`src/rtl/matriz_pkg.sv`:
```
// Shared types and constants for the parking LED matrix scanner.
// Holds the FSM encoding and the spot-to-matrix position mapping.
package matriz_pkg;

  typedef enum logic [1:0] {
    IDLE  = 2'd0,
    SHOW  = 2'd1,
    BLANK = 2'd2
  } state_t;

  localparam int N_COLS      = 2;
  localparam int N_ROWS_USED = 4;
  localparam int N_ROWS      = 7;

  localparam logic [N_ROWS-1:0] ROW_ALL_OFF = 7'h7F;

  // Column c, row r shows spot[2*r + c].
  function automatic logic [2:0] spot_map(
    input logic       c,
    input logic [1:0] r
  );
    return {r, c};
  endfunction

endpackage

```
`src/rtl/sync_2ff.sv`:
```
// Two-flop synchronizer for the asynchronous spot sensor inputs.
// Both stages clear to zero on reset.
module sync_2ff #(
  parameter int W = 8
) (
  input  logic         clk,
  input  logic         rst_n,
  input  logic [W-1:0] d,
  output logic [W-1:0] q
);

  logic [W-1:0] s1;

  always_ff @(posedge clk or negedge rst_n) begin
    if (!rst_n) begin
      s1 <= '0;
      q  <= '0;
    end else begin
      s1 <= d;
      q  <= s1;
    end
  end

endmodule

```
`src/rtl/matriz_scan_ctrl.sv`:
```
// Column scan controller for the 2x7 parking LED matrix.
// Snapshots synchronized spot inputs once per frame and blanks between columns.
module matriz_scan_ctrl
  import matriz_pkg::*;
#(
  parameter int CLK_DIV   = 4,
  parameter int BLANK_CYC = 1,
  parameter int CNT_W     = 8
) (
  input  logic        clk,
  input  logic        rst_n,
  input  logic        en,
  input  logic [7:0]  spot,
  output logic [1:0]  col,
  output logic [6:0]  row_n,
  output logic        frame_start,
  output logic [3:0]  occupied_cnt
);

  localparam int BL_LAST = (BLANK_CYC > 0) ? BLANK_CYC - 1 : 0;
  localparam logic [CNT_W-1:0] SHOW_LAST  = CNT_W'(CLK_DIV - 1);
  localparam logic [CNT_W-1:0] BLANK_LAST = CNT_W'(BL_LAST);

  logic [7:0]       spot_s;
  state_t           state_q, state_d;
  logic             idx_q, idx_d;
  logic [CNT_W-1:0] cnt_q, cnt_d;
  logic [7:0]       snap_q;
  logic [3:0]       occ_q;
  logic             load;

  sync_2ff #(.W(8)) u_sync (
    .clk   (clk),
    .rst_n (rst_n),
    .d     (spot),
    .q     (spot_s)
  );

  always_ff @(posedge clk or negedge rst_n) begin
    if (!rst_n) begin
      state_q <= IDLE;
      idx_q   <= 1'b0;
      cnt_q   <= '0;
      snap_q  <= 8'hFF;
      occ_q   <= 4'd0;
    end else begin
      state_q <= state_d;
      idx_q   <= idx_d;
      cnt_q   <= cnt_d;
      if (load) begin
        snap_q <= spot_s;
        occ_q  <= 4'($countones(spot_s));
      end
    end
  end

  always_comb begin
    state_d = state_q;
    idx_d   = idx_q;
    cnt_d   = cnt_q;
    load    = 1'b0;
    unique case (state_q)
      IDLE: begin
        if (en) begin
          state_d = SHOW;
          idx_d   = 1'b0;
          cnt_d   = '0;
          load    = 1'b1;
        end
      end
      SHOW: begin
        if (!en) begin
          state_d = IDLE;
          idx_d   = 1'b0;
          cnt_d   = '0;
        end else if (cnt_q == SHOW_LAST) begin
          cnt_d = '0;
          if (BLANK_CYC > 0) begin
            state_d = BLANK;
          end else begin
            idx_d = ~idx_q;
            load  = idx_q;
          end
        end else begin
          cnt_d = cnt_q + 1'b1;
        end
      end
      BLANK: begin
        if (!en) begin
          state_d = IDLE;
          idx_d   = 1'b0;
          cnt_d   = '0;
        end else if (cnt_q == BLANK_LAST) begin
          state_d = SHOW;
          cnt_d   = '0;
          idx_d   = ~idx_q;
          load    = idx_q;
        end else begin
          cnt_d = cnt_q + 1'b1;
        end
      end
      default: begin
        state_d = IDLE;
        idx_d   = 1'b0;
        cnt_d   = '0;
      end
    endcase
  end

  // Outputs decode registered state only; nothing from en/spot reaches them.
  always_comb begin
    col         = 2'b00;
    row_n       = ROW_ALL_OFF;
    frame_start = 1'b0;
    if (state_q == SHOW) begin
      col         = idx_q ? 2'b10 : 2'b01;
      frame_start = !idx_q && (cnt_q == '0);
      for (int r = 0; r < N_ROWS_USED; r++) begin
        row_n[r] = snap_q[spot_map(idx_q, 2'(r))];
      end
    end
  end

  assign occupied_cnt = occ_q;

endmodule

```
`config.mk`:
```
export PLATFORM = sky130hd
export DESIGN_NAME = matriz_scan_ctrl
export DESIGN_NICKNAME = d
export VERILOG_FILES = /design/src/rtl/matriz_pkg.sv /design/src/rtl/sync_2ff.sv /design/src/rtl/matriz_scan_ctrl.sv
export SDC_FILE = /design/constraint.sdc
export NUM_CORES = 1
export LEC_CHECK = 0
export CAP_MARGIN = 30
export CELL_PAD_IN_SITES_DETAIL_PLACEMENT = 0
export CELL_PAD_IN_SITES_GLOBAL_PLACEMENT = 1
export CORE_UTILIZATION = 29
export DETAILED_ROUTE_END_ITERATION = 7
export GPL_TIMING_DRIVEN = 0
export PLACE_DENSITY = 0.55
export SYNTH_ARGS = -nofsm -noshare
export SYNTH_HDL_FRONTEND = slang
export SYNTH_SLANG_ARGS = --single-unit
```
`constraint.sdc`:
```
create_clock -name clk -period 3.1 [get_ports clk]
set_input_delay 0.62 -clock clk [delete_from_list [all_inputs] [get_ports clk]]
set_output_delay 0.62 -clock clk [all_outputs]
set_load 0.01 [all_outputs]
```
### Yosys cells after proc, flatten, opt, wreduce, memory -nomap -nowiden

Cells that the tools add are included.

| cells by class | value |
|---|---|
| add/subtract/negate cells | 8 |
| $lt $le $gt $ge | 4 |
| equal/unequal tests | 7 |
| mux-type cells | 33 |
| bitwise operators | 1 |
| reductions and logical operators | 6 |

Operators with widths:

| cell | number |
|---|---|
| $mux W8 | 5 |
| $pmux W8 S3 | 1 |
| $mux W1 | 16 |
| $mux W2 | 7 |
| $add A1 B1 Y2 | 4 |
| $add A8 B1 Y8 const B | 1 |
| $eq A8 B2 Y1 const B | 1 |
| $logic_not A8 Y1 | 1 |
| $lt A3 B4 Y1 const B | 2 |
| $add A2 B2 Y3 | 2 |
| $ne A3 B3 Y1 const B | 2 |
| $pmux W2 S3 | 1 |
| $reduce_and A3 Y1 | 2 |
| $add A3 B3 Y4 | 1 |
| $lt A1 B4 Y1 const B | 1 |
| $lt A2 B4 Y1 const B | 1 |
| $mux W4 | 1 |
| $ne A2 B2 Y1 const B | 2 |
| $pmux W1 S3 | 1 |
| $eq A2 B1 Y1 const B | 1 |
| $eq A2 B2 Y1 const B | 1 |
| $logic_not A2 Y1 | 1 |
| $pmux W1 S2 | 1 |
| $logic_and A1 B1 Y1 | 1 |
| other kinds (2) | 2 |

| storage, ports and cells | value |
|---|---|
| bits in registers | 39 |
| input port bits | 11 |
| output and inout port bits | 14 |
| word-level logic and storage cells | 66 |

### Depth between registers and ports, before layout

Gate-level depths: netlist (run 1).

| depth | value |
|---|---|
| depth in word-level cells | 4 |
| mapped depth | 10 |
| depth with buffers taken out | 10 |

### Hierarchy

From an unflattened synthesis (run 1), not the netlist that was laid out.

| second synthesis, totals | value |
|---|---|
| cells, all modules | 162 |
| area total of the unflattened synthesis | 1,866.8 um^2 |

Modules (own cells, without submodules):

| module | instances | cells each | area each (um^2) | seq. area each (um^2) |
|---|---|---|---|---|
| matriz_scan_ctrl | 1 | 146 | 1,466.4 | 585.6 |
| sync_2ff | 1 | 16 | 400.4 | 400.4 |

### Worst setup path after synthesis (run 1)

No wires, ideal clock.

| timing path | value |
|---|---|
| kind | reg2reg |
| start | register u_sync.q[0] |
| end | register occ_q[2] (netlist: occupied_cnt[2]) |
| library setup time | 0.125 ns |
| arrival | 2.809 ns |
| required time | 2.975 ns |
| setup slack | 0.166 ns |
| cell stages (with the launch flop) | 11 |
| path buffers | 0 |
| period minus slack after synthesis | 2.934 ns |
| cell sequence | dfrtp_1 > fa_1 > inv_1 > fa_1 > fa_1 > inv_1 > ha_1 > inv_1 > fa_1 > xnor2_1 > mux2_2 |

| on the way | value |
|---|---|
| longest elaborated chain between the ends | 3 |

RTL lines:

| element | line | source |
|---|---|---|
| from (decl) | sync_2ff.sv:9 | `output logic [W-1:0] q` |
| from (signal assigned) | sync_2ff.sv:17 | `q <= '0;` |
| from (signal assigned) | sync_2ff.sv:20 | `q <= s1;` |
| $add A1 B1 Y2 (implied by the code) | matriz_scan_ctrl.sv:52 | `occ_q <= 4'($countones(spot_s));` |
| $add A2 B2 Y3 (implied by the code) | matriz_scan_ctrl.sv:52 |  |
| $add A3 B3 Y4 (implied by the code) | matriz_scan_ctrl.sv:52 |  |
| to (signal assigned) | matriz_scan_ctrl.sv:52 |  |
| to (decl) | matriz_scan_ctrl.sv:29 | `logic [3:0] occ_q;` |

Every way passes these cells.
A chain may end at the register's enable or synchronous reset.

### Worst setup path after layout (run 1)

| timing path | value |
|---|---|
| start | register u_sync.q[1] |
| end | register occ_q[2] (netlist: occupied_cnt[2]) |

The elaborated chain is that of the path after synthesis.

==> metrics.cfg, run 1 <==
[placed_design]
io_buffer_count = 21
gp_congestion = 0.718
dp_slack_ns = 0.0525
hpwl_um = 2470

[final_layout]
n_antenna_cell = 0
final_util_pct = 38.0
layout.nets = 216
drive_gt1_share_pct = 22.3
syn_to_final_growth_pct = 23.1

[power_and_ir_drop]
ir_worst_vdd_mv = 0.295
power_density_nw_per_um2 = 792
power.internal_w = 0.00126
p_sw_share_pct = 31.5
power_frac_clock_pct = 23.5
p_leak_nw = 0.976
power_frac_seq_pct = 39.2
switchingPower_w = 0.000578
pwr-share-comb_pct = 37.2

[floorplan]
dieWidth_um = 82.6
dieHeight_um = 82.6
core_area_um2 = 6100
num_rows = 28
die-area_um2 = 6820
initial_core_util_pct = 30.9
ios = 25

[global_routing]
antenna_found_initial = 0
grt_use_met1_pct = 15.7
grt.met2_usage_pct = 19.1
grt_pass1_wl_um = 6000
grt_most_used_layer = met2
grt_start_max_net_pins = 40
grt_overflow = 0
grt_pass1_vias = 1304
use_met3_pct = 2.64
grt.total_usage_pct = 12.0

[clocking]
cts_buffers = 5
ctsHoldBuffers = 0
cts_sinks = 39
cts_root_buf = clkbuf_8
cts_buffer_depth = 2
cts-htree-levels = 2
cts_tree = done
clock_latency_ns = 0.29
clk_pin_slew_ns = 0.08

[synthesis]
muxShareOfSynthArea_pct = 10.9
syn_inst = 161
avgSynthCellArea_um2 = 11.7
syn_area_um2 = 1880
synth_top_flop_cell = dfrtp_1
synth_top_family_by_area = simple AND/OR/NAND/NOR gates
ys_ff_latch = 39
ys_async_sr_fraction_pct = 100
yosysWarnings = 0
yosysMostFrequentCell = dfrtp_1
yosys.area_share.simple_pct = 11.6
ys_top_cells_by_count = dfrtp_1, nand2_1, inv_1, mux2_2, ha_1
synthTopCellsByArea = dfrtp_1, dfstp_2, mux2_2
synth_top_area_cell = dfrtp_1
synth_compound_area_share_pct = 8.37
yosys.area.top_type_share_pct = 41.2
synth-edff-count = 0
seq_area_frac_synth_pct = 52.4
synthAdderAreaFrac_pct = 10.2
synth_xor_area_share_pct = 0.465
ys_types = 37

[route]
wl_per_cell_um = 12.6
drc_errors = 0
drtIter0Drc = 29
drtPass1Iterations = 4
num_vias = 1208
routed_wl_um = 3380
vias_per_cell = 4.51
ant_nets = 0

[run_status]
status = completed

[worst_setup_path]
cp_data_arrival_time_ns = 3.18
crit_slowest_cell = fa_1
cp-start-kind = flip-flop
critPathKind = reg2reg
critPathMaxFanout = 2
crit_required_ns = 3.28
slowest_delay_ns = 0.54
crit_path_cell_trace = fa_1 -> inv_1 -> fa_1 -> fa_1 -> inv_1 -> ha_2 -> inv_1 -> fa_2 -> xnor2_1 -> mux2_2
endpoint_kind = flip-flop

[sta]
setup_violations = 0
fmax_mhz = 334
period_needed_ns = 3.00
skew_ns = 0.00661
slew_headroom_pct = 42.6
finalHoldViolCount = 0
max_slew.worst_pin.slew_ns = 0.862
fin_ws_ns = 0.103
maxSlewViolCount = 0
min_period_over_period_pct = 96.7
rsz0062_at_grt = yes

[worst_hold_path]
hold_path_class = reg2reg

[job]
drv_cap = 0

[cell usage in the layout (no fill, tap or decap), types with 5 or more instances in the layout]
master	count
o211ai_1	5
ha_1	8
o21ai_0	6
nand2_1	20
dfstp_2	8
mux2_2	12
clkbuf_8	5
clkdlybuf4s50_1	20
inv_1	18
dfrtp_1	31
mux2i_1	7
nor2_1	7
[power groups by stage]
| stage | clock network, W | logic (W) | registers (W) |
|---|---|---|---|
| after CTS | 0.000455 | 0.000691 | 0.000720 |
| after floorplan | 0 | 0.000428 | 0.000726 |
| after global placement | 0 | 0.000683 | 0.000725 |
| after global routing | 0.000478 | 0.000764 | 0.000739 |
| after detailed placement | 0 | 0.000688 | 0.000731 |
| final | 0.000432 | 0.000683 | 0.000720 |
[flip-flops by register name, summed over array words and instances, names as in the netlist]
name	count
occupied_cnt	4
snap_q	8
idx_q	1
u_sync.s1	8
state_q	2
u_sync.q	8
cnt_q	8
[routing by layer]
layer	vias to the layer above	share of wire (%)	wire length (um)
li1	595	-	-
met1	580	51	1720
met2	28	44	1480
met3	5	3.9	132
met4	0	1.4	48
met5	-	0	0
[through the flow]
step,cell area (um2),instances,total power (W),setup TNS [ns],hold WS (ns)
final,2320,268,0.00184,0,0.354
after global routing,2320,268,0.00198,-0.0226,0.366
after global placement,2190,259,0.00141,0,0.335
after floorplan,1890,163,0.00115,0,0.324
after CTS,2300,267,0.00187,0,0.358
after detailed placement,2190,259,0.00142,0,0.337
[area by class of cell]
cell class	count	area [um2]
fill	609	3780
sequential	39	986
multi-input combinational	100	800
timing repair buffer	22	213
tap	75	93.8
clock buffer	5	68.8
inverter	18	67.6
clock inverter	3	46.3
buffer	6	42.5
[kinds of logic after synthesis]
family	Yosys count
other cells	1
compound gates	21
mux	19
simple gates	43
flops	39
buf+inv	24
xor+xnor	1
fa+ha+maj	13
[final timing paths]
path                                         from                     endpoint  slack [ns]  depth (start not counted)
max                         u_sync.q[1]$_DFF_PN0_  occupied_cnt[2]$_DFFE_PN0P_        0.10                         10
min                        u_sync.s1[0]$_DFF_PN0_        u_sync.q[0]$_DFF_PN0_        0.35                          0
max reg2reg                 u_sync.q[1]$_DFF_PN0_  occupied_cnt[2]$_DFFE_PN0P_        0.10                         10
min reg2reg                u_sync.s1[0]$_DFF_PN0_        u_sync.q[0]$_DFF_PN0_        0.35                          0
max in group asynchronous                   rst_n         cnt_q[2]$_DFFE_PN0P_        2.12                          1
min in group asynchronous                   rst_n       u_sync.s1[5]$_DFF_PN0_        0.43                          1
[what timing repair did]
action,4_1_cts,5_1_grt
setup endpoints to repair,0,1
gates resized for setup,0,2
buffers inserted,0,1
[critical path, delay by kind of cell (launching register included)]
| kind | cells | cell delay, ns |
|---|---|---|
| buffers and inverters | 3 | 0.17 |
| multiplexers | 1 | 0.26 |
| adder cells (fa/ha/maj) | 5 | 1.93 |
| flip-flops | 1 | 0.41 |
| XOR/XNOR | 1 | 0.13 |
(Power assumes the default switching activity.)
==> inputs of run 2 (changes only) <==
Settings changed: CTS_CLUSTER_DIAMETER from default to 150.
==> results of run 2 <==
Final layout, timing and power as in run 1 (identical DEF).
==> inputs of run 3 (changes only) <==
==> constraint.sdc (replaced) <==
create_clock -name clk -period 3.1 [get_ports clk]
set_input_delay 0.93 -clock clk [delete_from_list [all_inputs] [get_ports clk]]
set_output_delay 0.93 -clock clk [all_outputs]
set_load 0.01 [all_outputs]
==> run 3 against run 2 <==
- sequential share of layout area shrank 0.24 points
- combinational power is essentially flat
- register-to-register slack is essentially flat
- core utilization grew 0.27 points
- critical endpoint unchanged
==> metrics.cfg, run 3 (synthesis gave the netlist of run 1 again) <==
[global_routing]
use_met3_pct = 2.64  ; unchanged
grt_start_max_net_pins = 40  ; unchanged
grt_pass1_wl_um = 6000  ; unchanged
grt_pass1_vias = 1304  ; unchanged
antenna_found_initial = 0  ; unchanged
grt_most_used_layer = met2
grt.total_usage_pct = 12.0  ; unchanged
grt_overflow = 0  ; unchanged
grt_use_met1_pct = 15.7  ; unchanged
grt.met2_usage_pct = 19.1  ; unchanged

[route]
drtPass1Iterations = 4  ; unchanged
wl_per_cell_um = 12.5  ; -0.65%
ant_nets = 0  ; unchanged
num_vias = 1215  ; +0.58%
routed_wl_um = 3390  ; about the same
drc_errors = 0  ; unchanged
vias_per_cell = 4.50  ; -0.17%
drtIter0Drc = 34  ; +17%

[clocking]
cts-htree-levels = 2  ; unchanged
clk_pin_slew_ns = 0.08  ; about the same
cts_buffers = 5  ; unchanged
cts_sinks = 39  ; unchanged
cts_buffer_depth = 2  ; unchanged
clock_latency_ns = 0.29  ; about the same
cts_tree = done
cts_root_buf = clkbuf_8
ctsHoldBuffers = 0  ; unchanged

[worst_setup_path]
endpoint_kind = flip-flop
critPathMaxFanout = 2  ; unchanged
r2r_cells = 10  ; unchanged
cp-start-kind = flip-flop
r2r_start = u_sync.q[1]$_DFF_PN0_
r2r_setup_slack_ns = 0.10  ; about the same
cp_data_arrival_time_ns = 3.18  ; about the same
reg2reg_to = occupied_cnt[2]$_DFFE_PN0P_
crit_required_ns = 3.28  ; about the same
critPathKind = reg2reg

[sta]
slew_headroom_pct = 42.8  ; +0.27 points
rsz0062_at_grt = yes
timing.hold.ws_ns = 0.354  ; -0.0000210 ns
setup_violations = 0  ; unchanged
skew_ns = 0.00654  ; -0.0000700 ns
finalHoldViolCount = 0  ; unchanged
fin_ws_ns = 0.103  ; +0.0000230 ns
maxSlewViolCount = 0  ; unchanged
period_needed_ns = 3.00  ; -0.0000230 ns
fmax_mhz = 334  ; about the same
max_slew.worst_pin.slew_ns = 0.857  ; -0.00408 ns
min_period_over_period_pct = 96.7  ; about the same

[placed_design]
dp_slack_ns = 0.0525  ; unchanged
dp_cells = 259  ; unchanged
gp_congestion = 0.718  ; unchanged
io_buffer_count = 21  ; unchanged
hpwl_um = 2470  ; unchanged
dpl-instance-area_um2 = 2190  ; unchanged

[final_layout]
n_antenna_cell = 0  ; unchanged
final_cell_mix = dfrtp_1, nand2_1, clkdlybuf4s50_1
final_common_cell = dfrtp_1
syn_to_final_growth_pct = 23.9
nFillCells = 610  ; +0.16%
drive_gt1_share_pct = 23.6  ; +1.3 points
fin_cells = 270  ; +0.75%
finalInstanceArea_um2 = 2330  ; +0.70%
layout.nets = 218  ; +0.93%

[power_and_ir_drop]
p_leak_nw = 0.983  ; +0.68%
ir_worst_vdd_mv = 0.295  ; about the same
total_power_w = 0.00183  ; about the same
power_density_nw_per_um2 = 786  ; -0.76%

[worst_hold_path]
min_delay_worst_endpoint = u_sync.q[0]$_DFF_PN0_
hp-start = u_sync.s1[0]$_DFF_PN0_
hold_depth = 0  ; unchanged
hold_path_class = reg2reg

[floorplan]
core_area_um2 = 6100  ; unchanged
ios = 25  ; unchanged
dieHeight_um = 82.6  ; unchanged
num_rows = 28  ; unchanged
initial_core_util_pct = 30.9  ; unchanged
dieWidth_um = 82.6  ; unchanged
die-area_um2 = 6820  ; unchanged

[job]
drv_cap = 0  ; unchanged

[run_status]
status = completed

## run 3: changes by cell type in the layout (fill, tap and decap cells not counted)
cell	before	now
dfrtp_2	0	1
dfrtp_1	31	30
buf_4	4	6
## run 3: final cells by class
type / count / area, um2 / area share, %
clock inverters: 3 / 46.3 / 1.98
repair buffers: 24 / 228 / 9.76
plain buffers: 6 / 42.5 / 1.82
flip-flops and latches: 39 / 987 / 42.3
clock buffers: 5 / 68.8 / 2.95
well taps: 75 / 93.8 / 4.02
inverters: 18 / 67.6 / 2.90
multi-input cells: 100 / 800 / 34.3
## run 3: worst max-delay path by stage
| stage | from | endpoint | slack (ns) |
|---|---|---|---|
| final | u_sync.q[1]$_DFF_PN0_ | occupied_cnt[2]$_DFFE_PN0P_ | 0.10 |
| after global routing | u_sync.q[1]$_DFF_PN0_ | occupied_cnt[2]$_DFFE_PN0P_ | -0.02 |
| after CTS | u_sync.q[0]$_DFF_PN0_ | occupied_cnt[2]$_DFFE_PN0P_ | 0.05 |
| after detailed placement | u_sync.q[0]$_DFF_PN0_ | occupied_cnt[2]$_DFFE_PN0P_ | 0.05 |
| after global placement | u_sync.q[0]$_DFF_PN0_ | occupied_cnt[2]$_DFFE_PN0P_ | 0.08 |
| after floorplan | u_sync.q[0]$_DFF_PN0_ | occupied_cnt[2]$_DFFE_PN0P_ | 0.17 |
## run 3: critical path, cell delays in order, from the launching register on
cell,delay (ns)
dfrtp_1,0.41
fa_1,0.54
inv_1,0.05
fa_1,0.49
fa_1,0.41
inv_1,0.07
ha_2,0.16
inv_1,0.05
fa_2,0.33
xnor2_1,0.13
mux2_2,0.26
## run 3: what timing repair did
item	4_1_cts	5_1_grt
resized for setup	0	3
setup endpoints to repair	0	2
buffers inserted	0	3
## run 3: per-stage QoR
stage	setup TNS (ns)	utilization (%)
after detailed placement	0	35.9
after CTS	0	37.8
after floorplan	0	-
after global placement	0	36.0
after global routing	-0.0226	38.3
final	0	38.3
## run 3: per-layer routing
metal / vias up / part of all wire (%)
met4: 0 / 1.4
met1: 583 / 51
met2: 28 / 44
li1: 599 / -
met3: 5 / 4.0
met5: - / 0
## run 3: power by group
group	switching [W]	total [W]	internal, W
sequential	0.0000626	0.000720	0.000657
clock	0.000189	0.000431	0.000242
combinational	0.000326	0.000683	0.000357
